==> src/rtl/wb_stage.sv <==
// Writeback stage: MEM/WB pipeline register, load extraction, and register-file write
// generation with single-write-per-instruction semantics under stall, plus a retire counter.
module wb_stage #(
  parameter int CNT_W = 32
) (
  input  logic             clk,
  input  logic             rst,
  input  logic             mem_valid,
  input  logic             mem_reg_we,
  input  logic [4:0]       mem_rd,
  input  logic [1:0]       mem_wb_sel,
  input  logic [2:0]       mem_funct3,
  input  logic [31:0]      mem_alu_result,
  input  logic [31:0]      mem_load_word,
  input  logic [31:0]      mem_pc4,
  input  logic [31:0]      mem_imm,
  input  logic             stall,
  input  logic             flush,
  output logic             WE,
  output logic [4:0]       AddD,
  output logic [31:0]      DataD,
  output logic             fwd_valid,
  output logic             load_misalign,
  output logic [CNT_W-1:0] retire_count
);

  localparam logic [1:0] SEL_ALU = 2'b00;
  localparam logic [1:0] SEL_LD  = 2'b01;
  localparam logic [1:0] SEL_PC4 = 2'b10;

  logic             r_valid, r_first, r_reg_we;
  logic [4:0]       r_rd;
  logic [1:0]       r_wb_sel;
  logic [2:0]       r_funct3;
  logic [31:0]      r_alu, r_ldw, r_pc4, r_imm;
  logic [CNT_W-1:0] r_cnt;

  // r_first marks the single cycle in which a held instruction may write.
  always_ff @(posedge clk) begin
    if (!rst) begin
      r_valid  <= 1'b0;
      r_first  <= 1'b0;
      r_reg_we <= 1'b0;
      r_rd     <= '0;
      r_wb_sel <= '0;
      r_funct3 <= '0;
      r_alu    <= '0;
      r_ldw    <= '0;
      r_pc4    <= '0;
      r_imm    <= '0;
    end else if (flush) begin
      r_valid <= 1'b0;
      r_first <= 1'b0;
    end else if (stall) begin
      r_first <= 1'b0;
    end else begin
      r_valid  <= mem_valid;
      r_first  <= 1'b1;
      r_reg_we <= mem_reg_we;
      r_rd     <= mem_rd;
      r_wb_sel <= mem_wb_sel;
      r_funct3 <= mem_funct3;
      r_alu    <= mem_alu_result;
      r_ldw    <= mem_load_word;
      r_pc4    <= mem_pc4;
      r_imm    <= mem_imm;
    end
  end

  always_ff @(posedge clk) begin
    if (!rst)                  r_cnt <= '0;
    else if (r_valid & r_first) r_cnt <= r_cnt + CNT_W'(1);
  end

  logic [7:0]  w_byte;
  logic [15:0] w_half;
  logic [31:0] w_load;
  logic        w_mis;
  logic        w_wr_ok;

  always_comb begin
    w_byte = r_ldw[7:0];
    case (r_alu[1:0])
      2'd1:    w_byte = r_ldw[15:8];
      2'd2:    w_byte = r_ldw[23:16];
      2'd3:    w_byte = r_ldw[31:24];
      default: w_byte = r_ldw[7:0];
    endcase
  end

  assign w_half = r_alu[1] ? r_ldw[31:16] : r_ldw[15:0];

  // Undefined load types fall back to the full word.
  always_comb begin
    w_load = r_ldw;
    case (r_funct3)
      3'b000:  w_load = {{24{w_byte[7]}}, w_byte};
      3'b001:  w_load = {{16{w_half[15]}}, w_half};
      3'b100:  w_load = {24'd0, w_byte};
      3'b101:  w_load = {16'd0, w_half};
      default: w_load = r_ldw;
    endcase
  end

  always_comb begin
    w_mis = 1'b0;
    if (r_valid && r_wb_sel == SEL_LD) begin
      case (r_funct3)
        3'b001, 3'b101: w_mis = r_alu[0];
        3'b010:         w_mis = (r_alu[1:0] != 2'd0);
        default:        w_mis = 1'b0;
      endcase
    end
  end

  always_comb begin
    DataD = r_imm;
    case (r_wb_sel)
      SEL_ALU: DataD = r_alu;
      SEL_LD:  DataD = w_load;
      SEL_PC4: DataD = r_pc4;
      default: DataD = r_imm;
    endcase
  end

  assign w_wr_ok       = r_valid & r_reg_we & (r_rd != 5'd0) & ~w_mis;
  assign WE            = w_wr_ok & r_first;
  assign fwd_valid     = w_wr_ok;
  assign AddD          = r_rd;
  assign load_misalign = w_mis;
  assign retire_count  = r_cnt;

endmodule

==> config.mk <==
export PLATFORM = sky130hd
export DESIGN_NAME = wb_stage
export DESIGN_NICKNAME = d
export VERILOG_FILES = /design/src/rtl/wb_stage.sv
export SDC_FILE = /design/constraint.sdc
export NUM_CORES = 1
export LEC_CHECK = 0
export CAP_MARGIN = 10
export CORE_MARGIN = 3
export CORE_UTILIZATION = 52
export DETAILED_ROUTE_END_ITERATION = 8
export MAX_ROUTING_LAYER = met4
export PLACE_DENSITY = 0.85
export SLEW_MARGIN = 20
export SYNTH_ARGS = -nofsm -noshare
export SYNTH_HDL_FRONTEND = slang
export SYNTH_SLANG_ARGS = --single-unit
==> constraint.sdc <==
create_clock -name clk -period 3.8 [get_ports clk]
set_input_delay 0.76 -clock clk [delete_from_list [all_inputs] [get_ports clk]]
set_output_delay 0.76 -clock clk [all_outputs]
set_load 0.05 [all_outputs]
==> results.cfg <==
[clocking]
cts.path.max_buffers = 2
cts.root.buffer_cell = clkbuf_16
numCtsBuffers = 17
cts_setup_buffers = 0
cts_hold_buffers = 0
clk_pin_slew_worst_paths_ns = 0.06
cts.htree.levels = 4
cts_tree = built
worstSkewPairLatency_ns = 0.42
cts.sinks = 173

[logic_synthesis]
ys_ff_latch = 173
synth_top_flop_cell = dfxtp_1
syn_inst = 1037
synth.cell_area_um2 = 7940
seq_area_frac_synth_pct = 43.6
ys_types = 53
synth.avg_cell_area_um2 = 7.66
synthesis.nets = 1182
async_reset_ff_share_pct = 0
synth_edf_count = 0
ys_warn_count = 0

[placement]
dp_hpwl_um = 17300
pre_cts_ws_ns = 0.450
numPortBuffers = 215
gp_congestion = 0.948

[sta]
period_needed_ns = 3.49
rsz0062_at_grt = false
post-route-period-util_pct = 91.8
slew_viol_final = 0
max_freq_mhz = 287
slew_headroom_pct = 51.4
finalWorstSetupSlack_ns = 0.312
tightest_slew_ns = 0.728
setup-tns-final_ns = 0
finalSetupViolCount = 0
hold_violations = 0
fin_skew_ns = 0.00499

[floorplan]
core_area_um2 = 14800
rows = 44
initial_core_util_pct = 53.8
die_w_um = 130
io_pins = 216
die-area_um2 = 16800
die_h_um = 130

[global_route]
grt_pass1_vias = 7576
grt_max_degree = 140
grt_pass1_wl_um = 38700
grt-ovfl-total = 0
antenna_found_initial = 0
grt.total_usage_pct = 30.1

[critical_path]
worstPathArrival_ns = 2.73
r2r_cells = 4
cp_data_required_time_ns = 3.04
path_max_fanout = 16
worstSetupPathType = flop to primary output
endpoint_kind = primary output
crit_path_start_kind = flop

[outcome]
outcome = finished clean

[drt]
drt-pass1-iter-count = 5
drc = 0
drtIter0Drc = 837
num_vias = 8068
ant_nets = 0
wl_per_cell_um = 17.9
vias_per_cell = 5.77
wirelength_um = 25000

[job]
drv_cap = 0

[cells_and_area]
drive_gt1_share_pct = 8.07
layout_common_cells = nand2_1, a21oi_1, clkdlybuf4s50_1
nets = 1347
synthToLayoutAreaGrowth_pct = 37.4
diodes = 0
mostFrequentLayoutCell = nand2_1

[min_path]
worst_hold_path_type = flop to flop
hold_depth = 2

[pwr]
p_per_area_nw_per_um2 = 400
p_leak_nw = 3.91
ir_drop_mv = 0.316
## repair_timing
action	4_1_cts	5_1_grt
resized for setup	1	7
setup endpoints to repair	1	22
cloned	0	0
## registers in the layout (all words and copies together) (netlist names)
register	count
r_wb_sel	2
r_reg_we	1
r_funct3	3
r_ldw	32
r_imm	32
r_valid	1
r_alu	32
r_first	1
retire_count	32
AddD	5
r_pc4	32
## report_power, final
part	internal, mW	switching (mW)	total, mW
registers	1.88	0.0606	1.94
logic	0.315	0.357	0.672
clock network	1.04	0.712	1.75
## cells by family (layout without fill, tap and decap cells)
family | after synthesis | in the layout | synth area share [%]
compound gates | 311 | 311 | 23.5
xor+xnor | 9 | 9 | 0.993
fa+ha+maj | 1 | 1 | 0.158
buf+inv | 116 | 294 | 6.10
flops | 173 | 173 | 43.6
mux | 31 | 31 | 4.35
simple gates | 396 | 396 | 21.3
## synthesized netlist by cell type, types with 2 or more instances
cell	count	area (um^2)
o311ai_0	3	26.3
or2_2	3	18.8
dfxtp_1	173	3460
nand3_1	11	55.1
buf_1	6	22.5
or4_2	2	17.5
a31oi_1	7	43.8
nor4_1	3	18.8
a22o_1	4	35.0
and2_1	2	12.5
nand4_2	2	25.0
xor2_1	8	70.1
a32oi_1	4	35.0
o211a_1	3	30.0
o31a_1	16	140
nand2b_1	4	25.0
mux4_2	2	45.0
nor3b_1	2	15.0
clkbuf_1	66	248
a22oi_1	18	135
a21oi_1	181	906
nor2_1	29	109
or3_1	4	25.0
buf_6	4	45.0
nand4_1	5	31.3
o31ai_1	13	97.6
o211ai_1	5	37.5
and3_1	3	18.8
o21a_1	3	22.5
o22ai_1	3	18.8
or4_1	12	90.1
o41ai_1	3	26.3
o21ai_0	29	145
nand2_1	302	1130
mux2i_1	21	210
and4_1	5	43.8
mux2_2	8	90.1
buf_2	4	20.0
nor2b_1	3	18.8
inv_1	33	124
o2bb2ai_1	16	140
## critical path, cell delays in order, from the launching register on
cell     delay, ns
dfxtp_1       0.62
mux2_2        0.43
a32o_1        0.28
a31oi_4       0.51
a21oi_1       0.25
buf_12        0.20
## cell type report
type,instances,area [um^2]
repair buffers,228,2470
well taps,184,230
clock inverters,10,110
fillers,1154,3840
multi-input cells,748,4020
flip-flops and latches,173,3470
clock buffers,22,484
inverters,34,130
## metrics by stage
stage	hold WS (ns)	instances	cell area [um^2]	power, mW	util [%]
4_1_cts	0.453	1399	10900	4.38	73.8
6_report	0.452	1399	10900	4.36	73.9
2_1_floorplan	0.433	1037	7940	2.32	-
3_3_place_gp	0.439	1367	10300	2.64	69.7
5_1_grt	0.473	1399	10900	4.52	73.9
3_5_place_dp	0.444	1367	10300	2.65	69.7
## routing by layer
layer	global-route usage (%)	vias up	routed length (um)
met1	40.2	3744	11000
met5	-	-	0
met4	10.0	0	683
met3	7.21	49	1950
li1	-	3916	-
met2	44.9	359	11400
## path summary, 6_finish.rpt
check                                            start                            end  slack (ns)
worst max-delay path             r_alu[1]$_SDFFE_PN0P_                      DataD[29]        0.31
worst min-delay path            r_pc4[29]$_SDFFE_PN0P_         r_pc4[29]$_SDFFE_PN0P_        0.45
worst max register to register    r_valid$_SDFFE_PP0N_  retire_count[12]$_SDFFE_PN0P_        1.34
worst min register to register  r_pc4[29]$_SDFFE_PN0P_         r_pc4[29]$_SDFFE_PN0P_        0.45
No activity file was read; power rests on OpenSTA's default activity.
